### config.mk
export PLATFORM = sky130hd
export DESIGN_NAME = updown_button_conditioner
export DESIGN_NICKNAME = d
export VERILOG_FILES = /design/src/rtl/updown_button_conditioner.sv
export SDC_FILE = /design/constraint.sdc
export NUM_CORES = 1
export LEC_CHECK = 0
export BUFFER_PORTS_ARGS = -buffer_cell sky130_fd_sc_hd__buf_2
export CAP_MARGIN = 20
export CORE_UTILIZATION = 56
export DETAILED_ROUTE_END_ITERATION = 10
export PLACE_DENSITY = 0.86
export SYNTH_ARGS = -nofsm -noshare
export SYNTH_HDL_FRONTEND = slang
export SYNTH_SLANG_ARGS = --single-unit
### constraint.sdc
create_clock -name clk -period 1.7 [get_ports clk]
set_input_delay 0.085 -clock clk [delete_from_list [all_inputs] [get_ports clk]]
set_output_delay 0.085 -clock clk [all_outputs]
set_load 0.1 [all_outputs]
### src/rtl/updown_button_conditioner.sv
// updown_button_conditioner
// Conditions two raw push-buttons into single-cycle step pulses for a
// downstream up/down counter. Each button is synchronized, then debounced.
// A single FSM issues one pulse per press, and optionally auto-repeats
// while one button is held. Pressing both buttons locks the FSM out until
// both buttons are released.
//
// Ports
//   clk      in   single clock, all state updates on posedge
//   rst      in   asynchronous active-high reset
//   btn_up   in   raw asynchronous up-button level (1 = pressed)
//   btn_down in   raw asynchronous down-button level (1 = pressed)
//   rep_en   in   auto-repeat enable (0 = one pulse per press)
//   increase out  registered one-cycle step-up pulse
//   decrease out  registered one-cycle step-down pulse
//   busy     out  registered, high whenever the FSM is not IDLE
module updown_button_conditioner #(
  parameter int unsigned DB_CYCLES     = 16,
  parameter int unsigned HOLD_CYCLES   = 1024,
  parameter int unsigned REPEAT_CYCLES = 256
) (
  input  logic clk,
  input  logic rst,
  input  logic btn_up,
  input  logic btn_down,
  input  logic rep_en,
  output logic increase,
  output logic decrease,
  output logic busy
);

  typedef enum logic [2:0] {
    S_IDLE    = 3'd0,
    S_UP_HOLD = 3'd1,
    S_UP_REP  = 3'd2,
    S_DN_HOLD = 3'd3,
    S_DN_REP  = 3'd4,
    S_LOCK    = 3'd5
  } state_t;

  localparam logic [15:0] DB_LAST   = 16'(DB_CYCLES - 1);
  localparam logic [15:0] HOLD_LAST = 16'(HOLD_CYCLES - 1);
  localparam logic [15:0] REP_LAST  = 16'(REPEAT_CYCLES - 1);

  // Bit 0 carries the up button, bit 1 carries the down button.
  logic [1:0]  r_sync1;
  logic [1:0]  r_sync2;
  logic [1:0]  r_db;
  logic [15:0] r_db_cnt [2];

  state_t      r_state;
  state_t      w_state_nxt;
  logic [15:0] r_timer;
  logic [15:0] w_timer_nxt;
  logic        r_inc;
  logic        r_dec;
  logic        r_busy;
  logic        w_inc_nxt;
  logic        w_dec_nxt;
  logic        w_up;
  logic        w_dn;

  assign w_up     = r_db[0];
  assign w_dn     = r_db[1];
  assign increase = r_inc;
  assign decrease = r_dec;
  assign busy     = r_busy;

  // Two-flop synchronizers followed by per-button debounce counters.
  always_ff @(posedge clk or posedge rst) begin
    if (rst) begin
      r_sync1     <= 2'b00;
      r_sync2     <= 2'b00;
      r_db        <= 2'b00;
      r_db_cnt[0] <= 16'd0;
      r_db_cnt[1] <= 16'd0;
    end else begin
      r_sync1 <= {btn_down, btn_up};
      r_sync2 <= r_sync1;
      for (int i = 0; i < 2; i++) begin
        if (r_sync2[i] == r_db[i]) begin
          r_db_cnt[i] <= 16'd0;
        end else if (r_db_cnt[i] == DB_LAST) begin
          // The count would reach DB_CYCLES on this cycle, so the level is accepted.
          r_db[i]     <= ~r_db[i];
          r_db_cnt[i] <= 16'd0;
        end else begin
          r_db_cnt[i] <= r_db_cnt[i] + 16'd1;
        end
      end
    end
  end

  // Next-state, timer and pulse decode.
  always_comb begin
    w_state_nxt = r_state;
    w_timer_nxt = r_timer;
    w_inc_nxt   = 1'b0;
    w_dec_nxt   = 1'b0;
    case (r_state)
      S_IDLE: begin
        w_timer_nxt = 16'd0;
        if (w_up && w_dn) begin
          w_state_nxt = S_LOCK;
        end else if (w_up) begin
          w_state_nxt = S_UP_HOLD;
          w_inc_nxt   = 1'b1;
        end else if (w_dn) begin
          w_state_nxt = S_DN_HOLD;
          w_dec_nxt   = 1'b1;
        end else begin
          w_state_nxt = S_IDLE;
        end
      end
      S_UP_HOLD, S_DN_HOLD: begin
        // The >= test saturates the timer. It also handles a timer that came
        // back from a repeat period longer than the hold period.
        if ((r_state == S_UP_HOLD) ? !w_up : !w_dn) begin
          w_state_nxt = S_IDLE;
          w_timer_nxt = 16'd0;
        end else if ((r_state == S_UP_HOLD) ? w_dn : w_up) begin
          w_state_nxt = S_LOCK;
          w_timer_nxt = 16'd0;
        end else if (r_timer >= HOLD_LAST) begin
          if (rep_en) begin
            w_state_nxt = (r_state == S_UP_HOLD) ? S_UP_REP : S_DN_REP;
            w_timer_nxt = 16'd0;
            w_inc_nxt   = (r_state == S_UP_HOLD);
            w_dec_nxt   = (r_state == S_DN_HOLD);
          end else begin
            w_timer_nxt = HOLD_LAST;
          end
        end else begin
          w_timer_nxt = r_timer + 16'd1;
        end
      end
      S_UP_REP, S_DN_REP: begin
        if ((r_state == S_UP_REP) ? !w_up : !w_dn) begin
          w_state_nxt = S_IDLE;
          w_timer_nxt = 16'd0;
        end else if ((r_state == S_UP_REP) ? w_dn : w_up) begin
          w_state_nxt = S_LOCK;
          w_timer_nxt = 16'd0;
        end else if (!rep_en) begin
          // Fall back to hold with the timer frozen. No further pulses follow.
          w_state_nxt = (r_state == S_UP_REP) ? S_UP_HOLD : S_DN_HOLD;
        end else if (r_timer >= REP_LAST) begin
          w_timer_nxt = 16'd0;
          w_inc_nxt   = (r_state == S_UP_REP);
          w_dec_nxt   = (r_state == S_DN_REP);
        end else begin
          w_timer_nxt = r_timer + 16'd1;
        end
      end
      S_LOCK: begin
        w_timer_nxt = 16'd0;
        if (!w_up && !w_dn) begin
          w_state_nxt = S_IDLE;
        end else begin
          w_state_nxt = S_LOCK;
        end
      end
      default: begin
        w_state_nxt = S_IDLE;
        w_timer_nxt = 16'd0;
      end
    endcase
  end

  // State, timer and registered outputs.
  always_ff @(posedge clk or posedge rst) begin
    if (rst) begin
      r_state <= S_IDLE;
      r_timer <= 16'd0;
      r_inc   <= 1'b0;
      r_dec   <= 1'b0;
      r_busy  <= 1'b0;
    end else begin
      r_state <= w_state_nxt;
      r_timer <= w_timer_nxt;
      r_inc   <= w_inc_nxt;
      r_dec   <= w_dec_nxt;
      r_busy  <= (w_state_nxt != S_IDLE);
    end
  end

endmodule

### Word-level counts from Yosys, hierarchy flattened

Cells that the tools add are included.

| word-level totals | value |
|---|---|
| register bits | 60 |
| word-level logic and storage cells | 94 |
| bits of input ports | 5 |
| output and inout bits | 3 |

| cells by class | value |
|---|---|
| reduce and logical (&&, ||, !) cells | 10 |
| $lt $le $gt $ge | 2 |
| add/subtract/negate cells | 3 |
| mux-type cells | 54 |
| bitwise gates (word level) | 4 |
| equal/unequal tests | 10 |

Operator list:

| kind | count |
|---|---|
| 2-to-1 mux 16 bit | 11 |
| adder 16 x 1 -> 16 bit, second input constant | 3 |
| == test 16 x 4 -> 1 bit, second input constant | 2 |
| one-hot mux 16 bit (2 select lines) | 1 |
| 2-to-1 mux 3 bit | 10 |
| 2-to-1 mux 1 bit | 25 |
| >= comparator 16 x 10 -> 1 bit, second input constant | 1 |
| >= comparator 16 x 8 -> 1 bit, second input constant | 1 |
| one-hot mux 3 bit (4 select lines) | 1 |
| 2-to-1 mux 10 bit | 1 |
| == test 3 x 2 -> 1 bit, second input constant | 2 |
| == test 3 bit, second input constant | 2 |
| 2-to-1 mux 2 bit | 3 |
| one-hot mux 1 bit (3 select lines) | 2 |
| inequality test 4 bit, second input constant | 1 |
| NOT 1 bit | 4 |
| AND reduction 2 bit | 2 |
| OR reduction 2 bit | 2 |
| == test 3 x 1 -> 1 bit, second input constant | 1 |
| logical NOT 3 bit | 1 |
| nonzero test 3 bit | 1 |
| == test 1 bit | 2 |
| logical AND 1 bit | 2 |
| logical NOT 1 bit | 2 |

### Longest topological paths before layout

| logic depth | value |
|---|---|
| depth in word-level cells | 8 |
| mapped depth | 7 |
| depth with buffers taken out | 6 |

### Worst setup path after synthesis

Ideal clock, no wire load.

| timing | value |
|---|---|
| path kind | register -> register |
| start | reg r_timer[0] |
| end | reg r_timer[2] |
| data required time | 1.596 ns |
| clock period less this slack | 1.788 ns |
| stages on the path, launching flop included | 7 |
| setup time | 0.104 ns |
| slack | -0.088 ns |
| buffers on the path | 0 |
| data arrival time | 1.684 ns |
| path through | dfrtp_1 -> ha_1 -> and3_1 -> and2_1 -> a221oi_2 -> a21oi_2 -> a221oi_1 |

| on the way | value |
|---|---|
| longest elaborated chain between the ends | 6 |
| elaborated cells between the ends (all ways) | 11 |
| those cells by class | add/sub: 1; order compare: 2; mux: 8 |

Ends and longest elaborated chain:

| element | RTL line | RTL |
|---|---|---|
| from (decl) | 53 | `logic [15:0] r_timer;` |
| from (signal assigned) | 180 | `r_timer <= w_timer_nxt;` |
| adder 16 x 1 -> 16 bit / >= comparator 16 x 8 -> 1 bit (equally long branches) | 134, 152, 147 |  |
| 2-to-1 mux 16 bit | 147 | `end else if (r_timer >= REP_LAST) begin` |
| 2-to-1 mux 16 bit | 144 | `end else if (!rep_en) begin` |
| 2-to-1 mux 16 bit | 141 | `end else if ((r_state == S_UP_REP) ? w_dn : w_up) begin` |
| 2-to-1 mux 16 bit | 138 | `if ((r_state == S_UP_REP) ? !w_up : !w_dn) begin` |
| one-hot mux 16 bit (2 select lines) (*) | 100 | `case (r_state)` |

Every way passes the cells marked *; elsewhere a longest branch is shown, timed or not. The select of a mux whose other input is x is not followed.
A chain may end at the register's enable or synchronous reset.

### Worst setup path in the final report

| timing | value |
|---|---|
| start | reg r_timer[15] |
| end | reg r_busy, in the netlist busy |

| on the way | value |
|---|---|
| longest elaborated chain between the ends | 6 |

Ends and longest elaborated chain:

| element | RTL line | RTL |
|---|---|---|
| >= comparator 16 x 10 -> 1 bit | 124 | `end else if (r_timer >= HOLD_LAST) begin` |
| 2-to-1 mux 3 bit | 124 |  |
| 2-to-1 mux 3 bit | 121 | `end else if ((r_state == S_UP_HOLD) ? w_dn : w_up) begin` |
| 2-to-1 mux 3 bit | 118 | `if ((r_state == S_UP_HOLD) ? !w_up : !w_dn) begin` |
| one-hot mux 3 bit (4 select lines) | 100 |  |
| nonzero test 3 bit | 183 | `r_busy <= (w_state_nxt != S_IDLE);` |
| to (signal assigned) | 183 |  |
| to (decl) | 57 | `logic r_busy;` |

No other way between the ends.

==> results.cfg <==
[run_status]
outcome = finished with violations
violations = setup timing

[power]
worst_ir_drop_vdd_mv = 0.6312
power_switching_share = 0.2278
power.density_nw_per_um2 = 724.5
share_comb_of_total_power = 0.036
power_frac_clock = 0.449
fin_total_pwr_mw = 2.824
internal_power_mw = 2.180
sw_pwr_mw = 0.6433
seq_power_share = 0.515
p_leak_nw = 1.705

[drt]
top_layer = met4
final_antenna_net_count = 0
detailroute.wirelength.met2_mm = 3.503
drc = 0
routed_via_density = 6.125
drt-initial-drc-count = 218
route.final.wire_length_mm = 7.349
m1WireLength_mm = 3.090
routed_wire_per_std_cell_um = 16.70
route.vias.total = 2695
wl_met3_um = 458
detailedRoute.firstPassIterationCount = 5

[timing]
report.final.setup_viol = 18
timing.slew.headroom = 0.6020
final-hold-violation-count = 0
finalWorstPathRequiredPeriod_ns = 1.809
post-route-worst-setup-slack_ns = -0.1093
worstMarginPinSlew_ns = 0.5961
finClkSkew_ns = 0.005330
grt_setup_unrepaired = yes
fin_hold_ws_ns = 0.2050
drv_slew = 0
period_utilization = 1.064
maxClockFrequency_mhz = 552.7

[flow_run]
maxCapViolCount = 0

[placement]
dp.final_hpwl_mm = 4.479
pre_cts_slack_ns = -0.1386
dp.cells = 417
placement.io_buffers = 7
gp_routability_congestion = 0.8623

[synthesis]
number_of_warning_messages_in_the_yosys_log = 0
synth_simple_gate_area_frac = 0.2508
netlist.area_leader.share = 0.4831
synth_top_family_by_area = simple AND/OR/NAND/NOR gates
seq_area_frac_synth = 0.4831
synth_compound_gate_area_share = 0.1304
ys_async_sr_fraction = 1.000
netlist_area_um2 = 3108
ys_dominant_reg_cell = dfrtp_1
synth_area_leader_cell = dfrtp_1
avg_synthesized_cell_area_um2 = 9.804
syn_nets = 325
synth_top_cells_by_count = dfrtp_1, nor2_1, nand2_1, o21ai_0, xor2_1
synth-edff-count = 0
cells_after_synthesis = 317
synth_area_leaders = dfrtp_1, xor2_1, nor2_1
synthMuxAreaShare = 0.01047
synth_xor_area_frac = 0.08454
synth.distinct_cells = 52
synth_adder_area_share = 0.01208
synth_seq_cells = 60
synth.most_common_cell = dfrtp_1

[layout]
antenna_cells_inserted = 0
area_growth_syn_to_layout_pct = 25.40
final_nets = 374
layout-drive-gt1-share = 0.2757
finish.cell_count_without_fillers = 440
fin_util = 0.7441

[clock_network]
cts_inserted_buffers = 9
cts_tree = built
clk_latency_ns = 0.34
cts-root-to-sink-buffers = 2
htree_num_levels = 3
worst_setup_hold_path_clk_slew_ns = 0.07
cts-root-buf = clkbuf_8
cts_num_sinks = 60

[min_path]
min_path_cells = 4
hp-start = rep_en
whs_endpoint = decrease$_DFF_PP0_
timing.hold.worst.class = in2reg

[grt]
grt_overflow_total = 0
track_usage = 0.2647
grt_max_degree = 33
first_global_vias = 2649
antenna_found_initial = 0
grt_pass1_wl_mm = 12.02

[floorplanning]
starting_density_of_the_core = 0.5934
placementRows = 26
boundaryPins = 8
design.core.area_um2 = 5238
fp.dieH_um = 76.50
die-area_um2 = 5852
die-width_um = 76.50

[critical_path]
launching_point_of_the_worst_reg2reg_path = r_timer[15]$_DFFE_PP0P_
number_of_cells_on_the_worst_reg_to_reg_path = 6
regToRegEndpoint = busy$_DFF_PP0_
wp_data_arrival_ns = 2.02
delay_of_the_slowest_cell_on_the_worst_path_ns = 0.42
cpLargestDelayFamily = simple AND/OR/NAND/NOR gates
timing.critical_path.fanout_max = 4
worstSetupPathType = reg2reg
worst_ep_required_time_ns = 1.91
timing.critical_path.from_type = flop
timing.critical_path.cells = nor4_4, buf_4, and2_1, nand2_1, a41oi_2, o2111ai_1
crit_path_end_kind = flop
timing.critical_path.depth = 6
path_buf_inv = 1
r2r_setup_slack_ns = -0.11
cpMaxStageDelayCell = dfrtp_1
==> worst max path at each step <==
stage                                       start                       to  slack, ns
after global routing      r_timer[15]$_DFFE_PP0P_   r_timer[2]$_DFFE_PP0P_      -0.19
after global placement        r_db[1]$_DFFE_PP0P_   r_timer[2]$_DFFE_PP0P_      -0.08
after CTS                 r_timer[13]$_DFFE_PP0P_   r_timer[9]$_DFFE_PP0P_      -0.09
after floorplan              r_state[2]$_DFF_PP0_  r_timer[14]$_DFFE_PP0P_      -0.04
final                     r_timer[15]$_DFFE_PP0P_           busy$_DFF_PP0_      -0.11
after detailed placement   r_timer[1]$_DFFE_PP0P_   r_timer[9]$_DFFE_PP0P_      -0.14
==> sequential cells by signal (all words and copies together) (netlist names) <==
register,count
busy,1
decrease,1
increase,1
r_db,2
r_db_cnt,32
r_state,3
r_sync1,2
r_sync2,2
r_timer,16
==> worst register-to-register path: cells and delay by family, from the launching register on <==
| family | cells | cell delay [ns] |
|---|---|---|
| flip-flops | 1 | 0.42 |
| AO/OA/AOI/OAI | 2 | 0.40 |
| buffers and inverters | 1 | 0.17 |
| AND/OR/NAND/NOR | 3 | 0.69 |
==> timing repair <==
item	4_1_cts	5_1_grt
buffers inserted	4	2
hold buffers	3	0
pin swaps	15	11
setup endpoints to repair	17	30
resized for setup	18	18
endpoints found under the hold margin	30	0
==> power groups by stage <==
stage / clock network (mW) / registers, mW / logic [mW]
global placement: 0 / 1.48 / 0.0900
CTS: 1.28 / 1.45 / 0.102
detailed placement: 0 / 1.48 / 0.0946
global route: 1.35 / 1.46 / 0.114
finish: 1.27 / 1.46 / 0.100
floorplan: 0 / 1.48 / 0.0565
==> layout by cell type, fill, tap and decap left out, types with 4 or more instances in the layout <==
master	count
and2_1	8
nand3_1	8
o21ai_0	16
nor4_1	6
o21ai_1	4
dfrtp_1	60
and3_1	8
clkbuf_8	10
or3_1	6
nand4_1	8
inv_1	8
buf_4	35
nand2_1	23
xor2_1	15
buf_2	7
nor3_1	8
nor2_1	35
a21oi_1	11
and4_1	4
xnor2_1	14
==> kinds of logic (layout without fill, tap and decap cells) <==
kind of cell / after synthesis / after routing
buffers and inverters: 19 / 72
adder cells (fa/ha/maj): 3 / 3
XOR/XNOR: 30 / 30
multiplexers: 3 / 3
AO/OA/AOI/OAI: 61 / 61
flip-flops: 60 / 60
AND/OR/NAND/NOR: 141 / 141
==> area by class of cell <==
cell class,instances,area [um^2]
Sequential cell,60,1501
Clock inverter,5,52.55
Timing Repair Buffer,48,379.1
Multi-Input combinational cell,238,1705
Fill cell,323,1340
Tap cell,70,87.58
Clock buffer,10,137.6
Inverter,9,33.78
==> layer usage <==
metal,GRT usage,vias up
met3,0.05988,29
met2,0.4144,114
li1,-,1232
met5,0,-
met1,0.3296,1320
met4,0.1731,0
==> stage by stage <==
stage | TNS [ns] | instance area (um^2)
final | -0.7404 | 3897
after detailed placement | -1.296 | 3470
after floorplan | -0.05765 | 3136
after CTS | -0.5235 | 3789
after global placement | -0.5170 | 3470
after global routing | -2.358 | 3897
Power figures use the tool's default switching activity.
